--- src/rtl/sys_cmd_ctrl.sv ---
// sys_cmd_ctrl
// UART command controller. Decodes byte-serial command frames from the RX
// datapath and drives register-file and ALU strobes. Read data and ALU results
// are streamed to the TX FIFO least-significant frame first, and the stream
// stalls while the FIFO is full.
//
// Ports:
//   CLK, RST                 clock, asynchronous active-low reset
//   RX_P_DATA/RX_P_VLD       received frame and its one-cycle strobe
//   RdData/RdData_Valid      register-file read response
//   ALU_OUT/OUT_VALID        ALU result
//   FIFO_FULL                TX FIFO back-pressure
//   ALU_FUNC/ALU_EN/CLK_EN   ALU function, start strobe, clock-gate enable
//   RF_ADDR/WrEn/RdEn/WrData register-file access
//   TX_P_DATA/TX_P_VLD       frame pushed into the TX FIFO
//   clk_div_en               clock-divider enable (high once out of reset)
//   BUSY                     high while a command is in progress
//   ERR                      one-cycle watchdog-abort pulse
//
// Build option: define SYS_CMD_TIMEOUT_EN to add a response watchdog of
// RSP_TIMEOUT cycles in RD_WAIT/ALU_WAIT. Without it ERR is tied low.
//
// state    | meaning
// ---------+------------------------------------------------
// IDLE     | waiting for a command frame
// WR_ADDR  | register write, waiting for the address frame
// WR_DATA  | register write, waiting for the data frame
// RD_ADDR  | register read, waiting for the address frame
// RD_WAIT  | waiting for RdData_Valid
// OP_A     | waiting for operand A (written to address 0)
// OP_B     | waiting for operand B (written to address 1)
// ALU_FN   | waiting for the ALU function frame
// ALU_WAIT | waiting for OUT_VALID
// TX_SEND  | pushing response frames into the TX FIFO
module sys_cmd_ctrl #(
  parameter int FRAME_WIDTH    = 8,
  parameter int ALU_DATA_WIDTH = 16,
  parameter int ALU_FUNC_WIDTH = 4,
  parameter int RF_ADDR_WIDTH  = 4,
  parameter int RSP_TIMEOUT    = 255
) (
  input  logic                      CLK,
  input  logic                      RST,
  input  logic [FRAME_WIDTH-1:0]    RX_P_DATA,
  input  logic                      RX_P_VLD,
  input  logic [FRAME_WIDTH-1:0]    RdData,
  input  logic                      RdData_Valid,
  input  logic [ALU_DATA_WIDTH-1:0] ALU_OUT,
  input  logic                      OUT_VALID,
  input  logic                      FIFO_FULL,
  output logic [ALU_FUNC_WIDTH-1:0] ALU_FUNC,
  output logic                      ALU_EN,
  output logic                      CLK_EN,
  output logic [RF_ADDR_WIDTH-1:0]  RF_ADDR,
  output logic                      WrEn,
  output logic                      RdEn,
  output logic [FRAME_WIDTH-1:0]    WrData,
  output logic [FRAME_WIDTH-1:0]    TX_P_DATA,
  output logic                      TX_P_VLD,
  output logic                      clk_div_en,
  output logic                      BUSY,
  output logic                      ERR
);

  localparam int NFR   = ALU_DATA_WIDTH / FRAME_WIDTH;
  localparam int IDX_W = (NFR > 1) ? $clog2(NFR) : 1;
  localparam logic [IDX_W-1:0] LAST_ALU = IDX_W'(NFR - 1);
  localparam logic [FRAME_WIDTH-1:0] CMD_WR  = FRAME_WIDTH'(8'hAA);
  localparam logic [FRAME_WIDTH-1:0] CMD_RD  = FRAME_WIDTH'(8'hBB);
  localparam logic [FRAME_WIDTH-1:0] CMD_OPS = FRAME_WIDTH'(8'hCC);
  localparam logic [FRAME_WIDTH-1:0] CMD_FN  = FRAME_WIDTH'(8'hDD);

  if (((ALU_DATA_WIDTH % FRAME_WIDTH) != 0) || (RSP_TIMEOUT < 1)) begin : g_bad_cfg
    $error("sys_cmd_ctrl: invalid parameter combination");
  end

  typedef enum logic [3:0] {
    S_IDLE     = 4'd0,
    S_WR_ADDR  = 4'd1,
    S_WR_DATA  = 4'd2,
    S_RD_ADDR  = 4'd3,
    S_RD_WAIT  = 4'd4,
    S_OP_A     = 4'd5,
    S_OP_B     = 4'd6,
    S_ALU_FN   = 4'd7,
    S_ALU_WAIT = 4'd8,
    S_TX_SEND  = 4'd9
  } state_t;

  state_t                     state_q, state_d;
  logic [RF_ADDR_WIDTH-1:0]   addr_q, addr_d;
  logic [ALU_DATA_WIDTH-1:0]  rsp_q, rsp_d;
  logic [IDX_W-1:0]           idx_q, idx_d, last_q, last_d;
  logic                       wr_en_q, wr_en_d, rd_en_q, rd_en_d, alu_en_q, alu_en_d;
  logic                       tx_vld_q, tx_vld_d, clk_en_q, clk_en_d, busy_q, div_en_q;
  logic [RF_ADDR_WIDTH-1:0]   rf_addr_q, rf_addr_d;
  logic [FRAME_WIDTH-1:0]     wr_data_q, wr_data_d, tx_data_q, tx_data_d;
  logic [ALU_FUNC_WIDTH-1:0]  alu_func_q, alu_func_d;
  logic                       rsp_done;
  logic [ALU_DATA_WIDTH-1:0]  rsp_val;
  logic [IDX_W-1:0]           rsp_last;
  logic                       tmo_hit;

`ifdef SYS_CMD_TIMEOUT_EN
  localparam int TO_W = $clog2(RSP_TIMEOUT + 1);
  localparam logic [TO_W-1:0] TO_LOAD = TO_W'(RSP_TIMEOUT - 1);
  logic [TO_W-1:0] tmo_q, tmo_d;
  logic            err_q, err_d, wait_st;

  // Down-counter reloads whenever outside a wait state; the two wait states
  // are never adjacent, so each wait starts from a fresh count.
  assign wait_st = (state_q == S_RD_WAIT) || (state_q == S_ALU_WAIT);
  assign tmo_hit = wait_st && (tmo_q == '0);

  always_comb begin
    tmo_d = TO_LOAD;
    if (wait_st && (tmo_q != '0)) tmo_d = tmo_q - 1'b1;
  end

  always_ff @(posedge CLK or negedge RST) begin
    if (!RST) begin
      tmo_q <= '0;
      err_q <= 1'b0;
    end else begin
      tmo_q <= tmo_d;
      err_q <= err_d;
    end
  end

  assign ERR = err_q;
`else
  assign tmo_hit = 1'b0;
  assign ERR     = 1'b0;
`endif

  always_comb begin
    state_d    = state_q;
    addr_d     = addr_q;
    rsp_d      = rsp_q;
    idx_d      = idx_q;
    last_d     = last_q;
    wr_en_d    = 1'b0;
    rd_en_d    = 1'b0;
    alu_en_d   = 1'b0;
    tx_vld_d   = 1'b0;
    rf_addr_d  = '0;
    wr_data_d  = '0;
    alu_func_d = '0;
    tx_data_d  = '0;
    rsp_done   = 1'b0;
    rsp_val    = '0;
    rsp_last   = '0;
`ifdef SYS_CMD_TIMEOUT_EN
    err_d      = 1'b0;
`endif
    case (state_q)
      S_IDLE: if (RX_P_VLD) begin
        if (RX_P_DATA == CMD_WR)       state_d = S_WR_ADDR;
        else if (RX_P_DATA == CMD_RD)  state_d = S_RD_ADDR;
        else if (RX_P_DATA == CMD_OPS) state_d = S_OP_A;
        else if (RX_P_DATA == CMD_FN)  state_d = S_ALU_FN;
      end
      S_WR_ADDR: if (RX_P_VLD) begin
        addr_d  = RX_P_DATA[RF_ADDR_WIDTH-1:0];
        state_d = S_WR_DATA;
      end
      S_WR_DATA: if (RX_P_VLD) begin
        wr_en_d   = 1'b1;
        rf_addr_d = addr_q;
        wr_data_d = RX_P_DATA;
        state_d   = S_IDLE;
      end
      S_RD_ADDR: if (RX_P_VLD) begin
        rd_en_d   = 1'b1;
        rf_addr_d = RX_P_DATA[RF_ADDR_WIDTH-1:0];
        state_d   = S_RD_WAIT;
      end
      S_OP_A: if (RX_P_VLD) begin
        wr_en_d   = 1'b1;
        rf_addr_d = '0;
        wr_data_d = RX_P_DATA;
        state_d   = S_OP_B;
      end
      S_OP_B: if (RX_P_VLD) begin
        wr_en_d   = 1'b1;
        rf_addr_d = RF_ADDR_WIDTH'(1);
        wr_data_d = RX_P_DATA;
        state_d   = S_ALU_FN;
      end
      S_ALU_FN: if (RX_P_VLD) begin
        alu_en_d   = 1'b1;
        alu_func_d = RX_P_DATA[ALU_FUNC_WIDTH-1:0];
        state_d    = S_ALU_WAIT;
      end
      // A valid is ignored while its own request strobe is still high.
      S_RD_WAIT: begin
        if (RdData_Valid && !rd_en_q) begin
          rsp_done = 1'b1;
          rsp_val  = ALU_DATA_WIDTH'(RdData);
          rsp_last = '0;
        end else if (tmo_hit) begin
          state_d = S_IDLE;
`ifdef SYS_CMD_TIMEOUT_EN
          err_d   = 1'b1;
`endif
        end
      end
      S_ALU_WAIT: begin
        if (OUT_VALID && !alu_en_q) begin
          rsp_done = 1'b1;
          rsp_val  = ALU_OUT;
          rsp_last = LAST_ALU;
        end else if (tmo_hit) begin
          state_d = S_IDLE;
`ifdef SYS_CMD_TIMEOUT_EN
          err_d   = 1'b1;
`endif
        end
      end
      S_TX_SEND: if (!FIFO_FULL) begin
        tx_vld_d  = 1'b1;
        tx_data_d = rsp_q[FRAME_WIDTH-1:0];
        rsp_d     = rsp_q >> FRAME_WIDTH;
        if (idx_q == last_q) begin
          idx_d   = '0;
          state_d = S_IDLE;
        end else begin
          idx_d = idx_q + 1'b1;
        end
      end
      default: state_d = S_IDLE;
    endcase

    // The first frame goes out in the capture cycle so TX_P_VLD follows the
    // response valid by exactly one cycle when the FIFO has room.
    if (rsp_done) begin
      last_d = rsp_last;
      if (!FIFO_FULL) begin
        tx_vld_d  = 1'b1;
        tx_data_d = rsp_val[FRAME_WIDTH-1:0];
        rsp_d     = rsp_val >> FRAME_WIDTH;
        if (rsp_last == '0) begin
          idx_d   = '0;
          state_d = S_IDLE;
        end else begin
          idx_d   = IDX_W'(1);
          state_d = S_TX_SEND;
        end
      end else begin
        rsp_d   = rsp_val;
        idx_d   = '0;
        state_d = S_TX_SEND;
      end
    end

    clk_en_d = (state_d == S_OP_A) || (state_d == S_OP_B) ||
               (state_d == S_ALU_FN) || (state_d == S_ALU_WAIT);
  end

  always_ff @(posedge CLK or negedge RST) begin
    if (!RST) begin
      state_q    <= S_IDLE;
      addr_q     <= '0;
      rsp_q      <= '0;
      idx_q      <= '0;
      last_q     <= '0;
      wr_en_q    <= 1'b0;
      rd_en_q    <= 1'b0;
      alu_en_q   <= 1'b0;
      tx_vld_q   <= 1'b0;
      clk_en_q   <= 1'b0;
      busy_q     <= 1'b0;
      div_en_q   <= 1'b0;
      rf_addr_q  <= '0;
      wr_data_q  <= '0;
      alu_func_q <= '0;
      tx_data_q  <= '0;
    end else begin
      state_q    <= state_d;
      addr_q     <= addr_d;
      rsp_q      <= rsp_d;
      idx_q      <= idx_d;
      last_q     <= last_d;
      wr_en_q    <= wr_en_d;
      rd_en_q    <= rd_en_d;
      alu_en_q   <= alu_en_d;
      tx_vld_q   <= tx_vld_d;
      clk_en_q   <= clk_en_d;
      busy_q     <= (state_d != S_IDLE);
      div_en_q   <= 1'b1;
      rf_addr_q  <= rf_addr_d;
      wr_data_q  <= wr_data_d;
      alu_func_q <= alu_func_d;
      tx_data_q  <= tx_data_d;
    end
  end

  assign ALU_FUNC   = alu_func_q;
  assign ALU_EN     = alu_en_q;
  assign CLK_EN     = clk_en_q;
  assign RF_ADDR    = rf_addr_q;
  assign WrEn       = wr_en_q;
  assign RdEn       = rd_en_q;
  assign WrData     = wr_data_q;
  assign TX_P_DATA  = tx_data_q;
  assign TX_P_VLD   = tx_vld_q;
  assign clk_div_en = div_en_q;
  assign BUSY       = busy_q;

endmodule

--- config.mk ---
export PLATFORM = sky130hd
export DESIGN_NAME = sys_cmd_ctrl
export DESIGN_NICKNAME = d
export VERILOG_FILES = /design/src/rtl/sys_cmd_ctrl.sv
export SDC_FILE = /design/constraint.sdc
export NUM_CORES = 1
export LEC_CHECK = 0
export ABC_AREA = 1
export CAP_MARGIN = 20
export CELL_PAD_IN_SITES_DETAIL_PLACEMENT = 2
export CELL_PAD_IN_SITES_GLOBAL_PLACEMENT = 2
export CORE_MARGIN = 2
export CORE_UTILIZATION = 25
export CTS_BUF_LIST = sky130_fd_sc_hd__clkbuf_4
export CTS_CLUSTER_DIAMETER = 100
export DETAILED_ROUTE_END_ITERATION = 8
export PLACE_DENSITY = 0.72
export SYNTH_ARGS = -nofsm -noshare
export SYNTH_HDL_FRONTEND = slang
export SYNTH_SLANG_ARGS = --single-unit
--- constraint.sdc ---
create_clock -name CLK -period 1.3 [get_ports CLK]
set_input_delay 0.195 -clock CLK [delete_from_list [all_inputs] [get_ports CLK]]
set_output_delay 0.195 -clock CLK [all_outputs]
set_load 0.02 [all_outputs]
==> impl_metrics.csv <==
group,metric,value,unit
die,die-area,0.0112,mm^2
place,gp_congestion,0.742,
sta,hold_viol,0,
worst_setup_path,path_class,"register to register",
cells_and_area,area_growth,70.1,%
sta,rsz0062_at_grt,"true",
clock_tree,cts-root-buf,"clkbuf_4",
logic_synthesis,synth_seq_area_share,0.548,
detailed_routing,dr.pass1.iters,4,
logic_synthesis,synth_warnings,0,
logic_synthesis,synth_cell_type_count,29,
grt,grt_overflow_total,0,
sta,setup_viol,47,
detailed_routing,avgRoutedWirePerCell,18.4,um
cells_and_area,final.fill_count,1103,
clock_tree,htree_levels,3,
die,initial_utilization,0.254,
grt,antenna_found_initial,0,
place,port_buffers,68,
die,rows,37,
sta,fmax,626,MHz
worst_setup_path,r2r-start,"state_q[0]",
die,ios,70,
worst_setup_path,crit_start,"state_q[0]",
power,p_per_area,1650,mW/mm^2
sta,layout_min_cycle_time,1600,ps
logic_synthesis,syn_area,0.00260,mm^2
logic_synthesis,syn_inst,304,
cells_and_area,postLayoutCoreUtil,0.433,
cells_and_area,n_antenna_cell,0,
logic_synthesis,syn_area_per_cell,8.56,um^2
grt,first_global_vias,3087,
clock_tree,cts-buffers-inserted,9,
place,post-place-ws,-487,ps
worst_setup_path,end_kind,"register",
sta,setup_tns,-7070,ps
clock_tree,cts_tree,"yes",
detailed_routing,vias,2697,
sta,min_period_over_period,1.23,
clock_tree,clkLatencyLatePin,420,ps
cells_and_area,final_nets,479,
place,post-dp-hpwl,6470,um
die,fp.dieH,106,um
sta,drv_slew,0,
place,place_area,0.00382,mm^2
detailed_routing,first_iter_violations,85,
worst_setup_path,path_max_fanout,8,
detailed_routing,drcViolationCount,0,
worst_setup_path,crit_required,1640,ps
power,vdd_drop_max,0.581,mV
grt,grt_usage,0.182,
detailed_routing,drtAntennaViolNets,0,
grt,grt_pass1_wl,16000,um
grt,grt_max_degree,58,
run,max_cap_violations,0,
outcome,violations,"setup timing",
min_path,holdCritPathClass,"input port to asynchronous set/reset pin",
sta,worst_slack,-296,ps
logic_synthesis,synth_fp_nets,343,
power,p_leak,2.19,nW
logic_synthesis,synth_seq_cells,57,
outcome,status,"finished, violations left",
clock_tree,cts.sink_count,57,
detailed_routing,drt-total-wl,10700,um
die,dieWidth,106,um
clock_tree,path_clk_slew,110,ps
cells_and_area,layout_common_cells,"nand2_1 (64), dfrtp_1 (53), buf_4 (45)",
cells_and_area,layout-drive-gt1-share,0.429,
clock_tree,clockBufferDepth,2,
worst_setup_path,cp-start-kind,"register",
cells_and_area,design_area,0.00443,mm^2
die,design.core.area,0.0102,mm^2
detailed_routing,vias_per_cell,4.64,
cells_and_area,mostFrequentLayoutCell,"nand2_1",
worst_setup_path,cp.arrival,1930,ps
sta,finClkSkew,19.3,ps
-- metrics by stage --
step	cells	power, mW	hold slack, ps
final	581	7.30	327
after global routing	581	7.72	337
after CTS	583	6.78	319
after detailed placement	551	5.00	230
after global placement	551	4.85	225
after floorplan	304	3.82	-101
-- sequential cells by signal, summed over array words and instances, names as in the netlist --
| signal | count |
|---|---|
| RF_ADDR | 4 |
| CLK_EN | 1 |
| addr_q | 4 |
| last_q | 1 |
| rsp_q | 16 |
| idx_q | 1 |
| TX_P_DATA | 8 |
| state_q | 4 |
| BUSY | 1 |
| RdEn | 1 |
| clk_div_en | 1 |
| WrData | 8 |
| ALU_EN | 1 |
| ALU_FUNC | 4 |
| WrEn | 1 |
| TX_P_VLD | 1 |
-- synth_stat cells (all sizes together) --
master,count,area [um^2]
conb,2,7.51
and2,1,7.51
dfrtp,57,1430
a21oi,2,10.0
nand4,4,25.0
o211ai,1,7.51
o2111ai,8,76.3
nor2,41,174
inv,34,128
clkinv,1,3.75
nand3,9,45.0
o21ai,18,93.8
buf,6,45.0
nor3,1,5.00
clkbuf,2,7.51
ha,1,12.5
a22o,14,123
nand2,98,380
o21bai,1,7.51
o22ai,3,18.8
-- kinds of logic after synthesis --
group,share of synthesized area
AOI/OAI and AO/OA,0.129
adders and majority gates,0.00480
buffers and inverters,0.0706
DFF,0.548
other,0.00288
and+or+nand+nor,0.245
-- final timing paths --
| check | end | slack (ps) | depth (start not counted) |
|---|---|---|---|
| min in group CLK | rsp_q[13] | 400 | 3 |
| worst min register to register | rsp_q[13] | 510 | 2 |
| worst max register to register | rsp_q[4] | -300 | 8 |
| worst max-delay path | rsp_q[4] | -300 | 8 |
| max in group asynchronous | state_q[0] | 690 | 3 |
| worst min-delay path | TX_P_DATA[6] | 330 | 3 |
-- critical path, stage by stage, from the launching register on --
cell       delay [ps]
dfrtp_2           480
nor2_4            190
nand2_2           110
nor2_4            140
buf_12            130
buf_12            120
a22o_1            180
nand2_1            90
o2111ai_2          80
-- where the power goes --
group	switching [mW]	leakage, nW	internal (mW)
Combinational	1.99	1.36	1.61
Clock	0.690	0.0655	0.415
Sequential	0.359	0.758	2.24
Total	3.04	2.19	4.26
-- per-layer routing --
metal  up-vias  part of all wire  track usage
met5         -                 0            0
met4         0             0.016       0.0536
met3        16             0.028       0.0282
met2        60              0.53        0.329
met1      1369              0.43        0.221
li1       1252                 -            -
-- cell type report --
class / count / area, um^2 / area share
Tap cell: 136 / 170 / 0.0384
Sequential cell: 57 / 1430 / 0.323
Timing Repair Buffer: 133 / 1210 / 0.274
Clock inverter: 5 / 22.5 / 0.00508
Inverter: 35 / 144 / 0.0325
Clock buffer: 11 / 82.6 / 0.0186
Multi-Input combinational cell: 204 / 1370 / 0.308
-- timing repair --
action	CTS	global route
endpoints found under the setup margin	80	70
hold endpoints to repair	57	0
setup buffers	16	0
hold buffers	1	0
gates resized for setup	146	70
pin swaps	24	21
(Power assumes the default switching activity.)
